==> src/rtl/ssd_seq_pkg.sv <==
// Shared glyph table, FSM state type and symbol-code helpers for the
// seven-segment sequence entry block.
package ssd_seq_pkg;

    localparam logic [6:0] SEG_BLANK = 7'b1111111;
    localparam logic [6:0] SEG_ERR   = 7'b0100001;

    // Active-low glyphs indexed by symbol number.
    localparam logic [6:0] SEG_GLYPH [0:7] = '{
        7'b1111110, 7'b1111001, 7'b1110111, 7'b1001111,
        7'b1011011, 7'b0110111, 7'b1101101, 7'b0011111
    };

    typedef enum logic {ENTRY, SHOW} state_t;

    // Returns {valid, index} for a one-hot-low code of width w (code zero-extended to 8).
    function automatic logic [3:0] sym_idx(input logic [7:0] code, input int w);
        logic [7:0] mask;
        sym_idx = 4'd0;
        mask    = 8'((9'd1 << w) - 9'd1);
        for (int k = 0; k < 8; k++) begin
            if (k < w && ((code ^ ~(8'd1 << k)) & mask) == 8'd0)
                sym_idx = {1'b1, 3'(k)};
        end
    endfunction

    function automatic logic [7:0] sym_code(input logic [2:0] idx);
        sym_code = ~(8'd1 << idx);
    endfunction

endpackage

==> src/rtl/ssd_sym_decode.sv <==
// Combinational symbol-code to active-low segment glyph decoder; illegal codes
// show the error glyph.
module ssd_sym_decode
    import ssd_seq_pkg::*;
#(
    parameter int SYM_W = 4,
    parameter int SEG_W = 7
) (
    input  logic [SYM_W-1:0] code,
    output logic [SEG_W-1:0] seg
);

    logic [3:0] si;

    always_comb begin
        si  = sym_idx(8'(code), SYM_W);
        seg = si[3] ? SEG_W'(SEG_GLYPH[si[2:0]]) : SEG_W'(SEG_ERR);
    end

endmodule

==> src/rtl/ssd_sequence_entry.sv <==
// Seven-segment sequence display/entry: shows a target sequence, or lets the
// player edit and commit a sequence with Move/Next buttons and a blinking cursor.
module ssd_sequence_entry
    import ssd_seq_pkg::*;
#(
    parameter int NUM_DIGITS = 4,
    parameter int SYM_W      = 4,
    parameter int SEG_W      = 7,
    parameter int BLINK_DIV  = 22
) (
    input  logic                          clk,
    input  logic                          reset,
    input  logic                          display,
    input  logic [NUM_DIGITS*SYM_W-1:0]   seq_in,
    input  logic                          btn_move,
    input  logic                          btn_next,
    output logic [NUM_DIGITS*SYM_W-1:0]   seq_out,
    output logic                          seq_valid,
    output logic [$clog2(NUM_DIGITS)-1:0] cursor,
    output logic [NUM_DIGITS*SEG_W-1:0]   sev_seg
);

    localparam int CUR_W = $clog2(NUM_DIGITS);
    localparam logic [CUR_W-1:0] LAST_DIGIT = CUR_W'(NUM_DIGITS - 1);
    localparam logic [SYM_W-1:0] SYM0 = ~SYM_W'(1);
    localparam logic [NUM_DIGITS*SYM_W-1:0] ENTRY_RST = {NUM_DIGITS{SYM0}};

    state_t                        state_q, state_d;
    logic                          move_prev, next_prev;
    logic                          move_edge, next_edge, in_entry;
    logic [NUM_DIGITS*SYM_W-1:0]   entry_q, entry_d;
    logic [CUR_W-1:0]              cursor_d;
    logic                          commit, cur_chg, blank;
    logic [SYM_W-1:0]              cur_code, adv_code;
    logic [3:0]                    si;
    logic [2:0]                    nidx;
    logic [7:0]                    code8;
    logic [NUM_DIGITS*SYM_W-1:0]   dec_codes;
    logic [NUM_DIGITS*SEG_W-1:0]   dec_segs, sev_d;

    assign move_edge = btn_move & ~move_prev;
    assign next_edge = btn_next & ~next_prev;
    assign in_entry  = (state_q == ENTRY);

    always_comb begin
        state_d = state_q;
        case (state_q)
            ENTRY:   if (display)  state_d = SHOW;
            SHOW:    if (!display) state_d = ENTRY;
            default: state_d = ENTRY;
        endcase
    end

    // Move advances the cursor digit; an illegal code recovers to symbol 0.
    always_comb begin
        cur_code = SYM0;
        for (int d = 0; d < NUM_DIGITS; d++)
            if (cursor == CUR_W'(d)) cur_code = entry_q[d*SYM_W +: SYM_W];
        si    = sym_idx(8'(cur_code), SYM_W);
        nidx  = (si[2:0] == 3'(SYM_W - 1)) ? 3'd0 : si[2:0] + 3'd1;
        code8 = si[3] ? sym_code(nidx) : sym_code(3'd0);
        adv_code = code8[SYM_W-1:0];
    end

    always_comb begin
        entry_d  = entry_q;
        cursor_d = cursor;
        commit   = 1'b0;
        cur_chg  = 1'b0;
        if (in_entry && next_edge) begin
            cur_chg = 1'b1;
            if (cursor == LAST_DIGIT) begin
                commit   = 1'b1;
                entry_d  = ENTRY_RST;
                cursor_d = '0;
            end else begin
                cursor_d = cursor + CUR_W'(1);
            end
        end else if (in_entry && move_edge) begin
            for (int d = 0; d < NUM_DIGITS; d++)
                if (cursor == CUR_W'(d)) entry_d[d*SYM_W +: SYM_W] = adv_code;
        end
    end

    generate
        if (BLINK_DIV > 0) begin : g_blink
            logic [BLINK_DIV-1:0] blink_cnt;
            always_ff @(posedge clk or posedge reset) begin
                if (reset)         blink_cnt <= '0;
                else if (in_entry) blink_cnt <= cur_chg ? '0 : blink_cnt + BLINK_DIV'(1);
            end
            assign blank = blink_cnt[BLINK_DIV-1];
        end else begin : g_no_blink
            assign blank = 1'b0;
        end
    endgenerate

    assign dec_codes = in_entry ? entry_q : seq_in;

    for (genvar d = 0; d < NUM_DIGITS; d++) begin : g_dec
        ssd_sym_decode #(.SYM_W(SYM_W), .SEG_W(SEG_W)) u_dec (
            .code (dec_codes[d*SYM_W +: SYM_W]),
            .seg  (dec_segs[d*SEG_W +: SEG_W])
        );
    end

    always_comb begin
        sev_d = dec_segs;
        for (int d = 0; d < NUM_DIGITS; d++)
            if (in_entry && blank && cursor == CUR_W'(d))
                sev_d[d*SEG_W +: SEG_W] = SEG_W'(SEG_BLANK);
    end

    always_ff @(posedge clk or posedge reset) begin
        if (reset) begin
            state_q   <= ENTRY;
            move_prev <= 1'b0;
            next_prev <= 1'b0;
            entry_q   <= ENTRY_RST;
            cursor    <= '0;
            seq_out   <= ENTRY_RST;
            seq_valid <= 1'b0;
            sev_seg   <= '1;
        end else begin
            state_q   <= state_d;
            move_prev <= btn_move;
            next_prev <= btn_next;
            entry_q   <= entry_d;
            cursor    <= cursor_d;
            seq_valid <= commit;
            if (commit) seq_out <= entry_q;
            sev_seg   <= sev_d;
        end
    end

endmodule
==> config.mk <==
export PLATFORM = sky130hd
export DESIGN_NAME = ssd_sequence_entry
export DESIGN_NICKNAME = d
export VERILOG_FILES = /design/src/rtl/ssd_seq_pkg.sv /design/src/rtl/ssd_sym_decode.sv /design/src/rtl/ssd_sequence_entry.sv
export SDC_FILE = /design/constraint.sdc
export NUM_CORES = 1
export LEC_CHECK = 0
export CORE_ASPECT_RATIO = 1.4
export CORE_MARGIN = 1
export CORE_UTILIZATION = 45
export CTS_BUF_LIST = sky130_fd_sc_hd__clkbuf_2 sky130_fd_sc_hd__clkbuf_4 sky130_fd_sc_hd__clkbuf_8
export CTS_CLUSTER_SIZE = 28
export DETAILED_ROUTE_END_ITERATION = 10
export MAX_ROUTING_LAYER = met4
export PLACE_DENSITY = 0.69
export SETUP_SLACK_MARGIN = 0.3
export SLEW_MARGIN = 15
export SYNTH_ARGS = -nofsm -noshare
export SYNTH_HDL_FRONTEND = slang
export SYNTH_SLANG_ARGS = --single-unit
==> constraint.sdc <==
create_clock -name clk -period 3 [get_ports clk]
set_input_delay 0.3 -clock clk [delete_from_list [all_inputs] [get_ports clk]]
set_output_delay 0.3 -clock clk [all_outputs]
set_load 0.01 [all_outputs]
==> reports/qor.txt, run 1 <==
area share of xor/xnor cells in the synthesized design - 4.99%
die width - 83.8 µm
CP max FO - 7
share of layout cells above drive strength 1 - 22.4%
synthesized area per cell - 10.5 µm²
Post-Synth Adder-Cell Area - 1.48%
setup ws final - 536 ps
Tmin final - 2460 ps
final number of setup-violating endpoints - 0
# hold bufs at CTS - 0
Reg power frac - 44.2%
initial antenna violation count - 0
Crit path required time - 3280 ps
crit path kind - reg2reg
final WL - 8.78 mm
Via density - 5.49
post-detail-place hpwl - 6.33 mm
largest family of logic cells by synthesized area - simple AND/OR/NAND/NOR gates
Die Span Y - 117 µm
H-tree levels - 3
asr flop ratio synth - 100%
Pwr per Cell Area - 852 nW/µm²
Max Clock Skew - 8.34 ps
post_cts resized - 0
simple-gate share of the synthesized area - 18.2%
most frequent cells in the layout - 67 x clkdlybuf4s50_1, 48 x dfstp_2, 40 x nand2_1, 35 x dfrtp_1, 28 x mux2_2
GRT Residual Overflow - 0
register area - 2160 µm²
setup TNS - 0 ps
# Post-CTS Setup Buffers - 0
Final nets - 489
area of the multi-input gates - 1900 µm²
Cells after Synth - 400
Cell Rows - 41
Root Driver - clkbuf_8
Final Hold Vio Count - 0
Die Area - 9770 µm²
RSZ-0062 raised after global routing - false
largest net degree at the start of global routing - 45
sequential share of the synthesized area - 51.3%
VDD IR-drop max - 0.000486 V
max-cap check violation count - 0
DRT Pass-1 Iters - 7
EDFF count, synth - 0
Sw Pwr - 1.45 mW
CP startpoint kind - flip-flop
Num CTS Buffers - 9
worst-skew pair later-pin latency - 350 ps
fin. max-slew vios - 0
Compound-Gate Fraction of Synth Area - 11.7%
via count - 3,158
post-synth cell types - 48
Net Count, Synth - 426
gr usage total - 19.8%
Worst-path clk slew - 80 ps
cell internal pwr - 2.95 mW
Initial Util - 46.4%
most common cell after layout, fill and taps aside - clkdlybuf4s50_1
cell leakage power - 2.19 nW
crit share post-route - 82.1%
clock share of power - 18.2%
GP Congestion - 0.878
CP endpoint kind - flip-flop
Crit path arrival time - 2740 ps
antenna fix cells - 0
first-pass GRT wire length - 14.6 mm
Max Clk Rate - 406 MHz
DP Worst Slack - 500 ps
Worst Max-Slew Pin Slew - 701 ps
ys flop type - dfstp_2
switching share of power - 33.0%
CTS tree - yes
# fillers - 780
# DRC - 7
status - finished, violations left
Max-Slew Margin vs Limit - 53.3%
cell area after synthesis - 4220 µm²
P&R area growth vs syn - 22.7%
yosys warns - 0
DRT iter0 DRCs - 220
final antenna-violating net count - 0
IO Pins - 68
count of state elements after synthesis - 84
Combinational Power Share - 37.6%
clock buffer depth - 2
Core ar. - 9080 µm²
vias in the first global route - 3,012
failing checks - DRC
HP Class - in2async
PortBufs - 67
multiplexer area fraction after synthesis - 8.43%
drt wl/cell - 15.3 µm
Sink Count - 84
-- sequential cells by signal, summed over array words and instances, names as in the netlist --
| register | cells |
|---|---|
| sev_seg | 24 |
| g_blink.blink_cnt | 22 |
| entry_q | 16 |
| seq_out | 16 |
| cursor | 2 |
| move_prev | 1 |
| next_prev | 1 |
| seq_valid | 1 |
| state_q | 1 |
-- worst paths after layout --
path                       startpoint                    end  slack (ps)  cells past startpoint
max                         cursor[0]             entry_q[2]         540                      7
min                             reset  g_blink.blink_cnt[16]         360                      2
max reg2reg                 cursor[0]             entry_q[2]         540                      7
min reg2reg                seq_out[8]             seq_out[8]         520                      1
max in group asynchronous       reset            seq_out[11]        1930                      3
min in group clk              display                state_q         400                      1
-- per-stage QoR --
stage | utilization (%) | instance area [µm²] | instances | power (mW) | hold WS [ps]
after floorplan | - | 4220 | 400 | 2.90 | 331
after global placement | 54.8 | 4970 | 559 | 3.59 | 494
after detailed placement | 54.8 | 4970 | 559 | 3.63 | 499
after CTS | 56.9 | 5170 | 575 | 4.45 | 382
after global routing | 57.0 | 5170 | 575 | 4.71 | 393
final | 57.0 | 5170 | 575 | 4.41 | 363
-- cell families (layout without fill, tap and decap cells) --
logic type	count (synthesis)	count (layout)
and+or+nand+nor	145	145
AOI/OAI and AO/OA	73	73
muxes	32	32
adders and majority gates	5	5
DFF	84	84
xor gates and xnor gates	24	24
buffers and inverters	37	105
-- area by class of cell --
cell class | count | share of cell area [%]
multi-input combinational | 279 | 36.7
clock inverter | 5 | 0.992
sequential | 84 | 41.8
timing repair buffer | 71 | 13.8
clock buffer | 11 | 2.81
inverter | 18 | 1.33
tap | 107 | 2.59
-- power groups by stage --
stage,combinational [mW],clock [mW],sequential (mW)
after CTS,1.67,0.828,1.95
after floorplan,0.912,0,1.99
after detailed placement,1.66,0,1.97
final,1.66,0.803,1.95
after global routing,1.82,0.888,2.00
after global placement,1.63,0,1.96
-- synth_stat cells, types with 6 or more instances --
cell	n	share of area (%)
dfstp_2	48	30
nand2_1	40	3.6
dfrtp_1	36	21
mux2_2	28	7.5
nor2_1	27	2.4
o21ai_0	22	2.6
inv_1	18	1.6
a21oi_1	16	1.9
nand3_1	16	1.9
xor2_1	15	3.1
nor3b_1	11	2.0
xnor2_1	9	1.9
a31oi_1	8	1.2
nand2b_1	7	1.0
nand3b_1	7	1.2
nand4_1	7	1.0
buf_2	6	0.71
clkbuf_1	6	0.53
-- layer usage --
layer	wire length, µm	share of wire (%)	global-route usage, %
met5	0	0	-
met4	128	1.5	6.44
met3	269	3.1	4.52
met2	4620	53	34.1
met1	3750	43	23.1
-- critical path: stages (launching register included) --
cell,delay (ps)
dfrtp_1,420
inv_1,100
ha_1,270
nor3b_1,160
a211o_1,270
a221oi_4,350
or4b_4,540
mux2_2,280
(Power assumes the default switching activity.)
==> inputs of run 2 (changes only) <==
PLACE_DENSITY = 0.72   (was 0.69)
clock period = 1.98 ns   (was 3 ns; I/O delays follow)
==> run 2 against run 1 <==
  * The run ends with DRC, setup timing left
  * Worst hold slack lost 88 ps
  * Clock power grew 49%
  * Core utilization grew 7.4 points
  * Flip-flop and latch count is the same
  * Routed wire length grew 16%
  * Sequential share of layout area shrank 4.8 points
  * Setup slack lost 730 ps
  * Non-clock buffer count grew 54
  * Final cell count grew 9.4%
  * First-iteration DRC count shrank 11%
  * Combinational power grew 110%
  * Sequential power grew 44%
==> reports/qor.txt, run 2 (same netlist as run 1, synthesis figures left out) <==
Die Span Y - 117 µm
CP startpoint kind - flip-flop
GRT Residual Overflow - 0
first-pass GRT wire length - 16.0 mm
Crit path arrival time - 2470 ps
VDD IR-drop max - 0.000906 V
IO Pins - 68
drt wl/cell - 16.1 µm
die width - 83.8 µm
cell internal pwr - 4.99 mW
CP endpoint kind - flip-flop
Sw Pwr - 2.53 mW
worst-skew pair later-pin latency - 370 ps
Final nets - 543
Max-Slew Margin vs Limit - 69.2%
H-tree levels - 3
# fillers - 712
Root Driver - clkbuf_8
CTS tree - yes
most frequent cells in the layout - 62 x clkdlybuf4s50_1, 48 x dfstp_2, 43 x buf_4, 40 x nand2_1, 34 x dfrtp_1
PortBufs - 67
max-cap check violation count - 0
Hold Crit Depth - 1
crit share post-route - 110%
worst r2r src - cursor[1]
Cell Rows - 41
post-detail-place hpwl - 7.07 mm
P&R area growth vs syn - 38.7%
biggest regs - sev_seg (24), g_blink.blink_cnt (22)
# hold bufs at CTS - 0
Tmin final - 2180 ps
Pwr per Cell Area - 1290 nW/µm²
Die Area - 9770 µm²
clock share of power - 16.0%
DRT Pass-1 Iters - 7
setup ws final - -198 ps
Sink Count - 84
switching share of power - 33.6%
antenna fix cells - 0
share of layout cells above drive strength 1 - 35.6%
gr usage total - 21.7%
HP Class - in2reg
vias in the first global route - 3,293
largest net degree at the start of global routing - 85
DRT iter0 DRCs - 195
WHS Endpoint - state_q
RSZ-0062 raised after global routing - true
Num CTS Buffers - 9
via count - 3,412
Initial Util - 46.4%
Reg2Reg Depth - 7
Combinational Power Share - 46.9%
Crit path required time - 2280 ps
utilization after layout - 64.4%
cell leakage power - 2.58 nW
Final Hold Vio Count - 0
cell area after layout - 5850 µm²
worst reg2reg setup slack - -200 ps
crit path kind - reg2reg
final antenna-violating net count - 0
cell area after placement - 5280 µm²
Core ar. - 9080 µm²
initial antenna violation count - 0
hold path start - display
final number of setup-violating endpoints - 16
final WL - 10.2 mm
Via density - 5.42
max reg flops - 24
reg2reg end - entry_q[14]
Worst setup startpoint - cursor[1]
status - finished, violations left
Max Clk Rate - 459 MHz
# DRC - 6
Max Clock Skew - 13.9 ps
Worst-path clk slew - 80 ps
clock buffer depth - 2
GP Congestion - 0.864
failing checks - DRC, setup timing
Worst Max-Slew Pin Slew - 458 ps
most common cell after layout, fill and taps aside - clkdlybuf4s50_1
CP max FO - 4
Reg power frac - 37.2%
fin. max-slew vios - 0
Biggest register - sev_seg
run 2: stage by stage:
stage	hold slack (ps)	setup slack [ps]	power [mW]	setup TNS [ps]	instances
5_1_grt	262	-271	7.96	-3860	629
2_1_floorplan	229	-284	4.45	-2550	400
3_5_place_dp	501	-278	6.03	-3790	596
4_1_cts	263	-185	7.48	-2310	624
3_3_place_gp	493	-251	5.95	-3110	596
6_report	275	-198	7.52	-2520	629
run 2: how the worst max path moves through the flow:
stage	cells after the start	endpoint	slack [ps]
global route	6	entry_q[2]	-270
floorplan	7	entry_q[10]	-280
finish	7	entry_q[14]	-200
CTS	6	entry_q[2]	-190
global placement	7	entry_q[2]	-250
detailed placement	7	entry_q[10]	-280
run 2: what timing repair did:
item / 4_1_cts / 5_1_grt
gates resized for setup: 26 / 30
pin swaps: 9 / 10
setup endpoints to repair: 42 / 50
setup buffers: 12 / 4
cloned: 0 / 1
run 2: metal layers:
layer / GRT usage (%) / part of all wire, %
met1: 25.4 / 41
met2: 37.2 / 53
met3: 4.31 / 3.9
met4: 8.39 / 2.1
met5: - / 0
run 2: power by group through the flow:
stage	Sequential (mW)	Combinational, mW	Clock (mW)
global route	2.87	3.79	1.30
CTS	2.81	3.45	1.23
finish	2.80	3.52	1.20
detailed placement	2.84	3.19	0
floorplan	3.01	1.44	0
global placement	2.82	3.13	0
run 2: layout make-up:
type / instances / area [µm²] / share of cell area, %
sequential: 84 / 2160 / 37.0
multi-input combinational: 279 / 2090 / 35.7
timing repair buffer: 125 / 1190 / 20.4
tap: 107 / 134 / 2.29
clock buffer: 9 / 124 / 2.12
inverter: 18 / 73.8 / 1.26
clock inverter: 7 / 67.6 / 1.16
run 2: worst max-delay path, stage by stage (launching register included):
cell and delay [ps]:
dfrtp_1 400, inv_2 80, ha_4 180, buf_6 110, nand3b_1 140, a221o_1 390, or4b_4 530, mux2_2 280
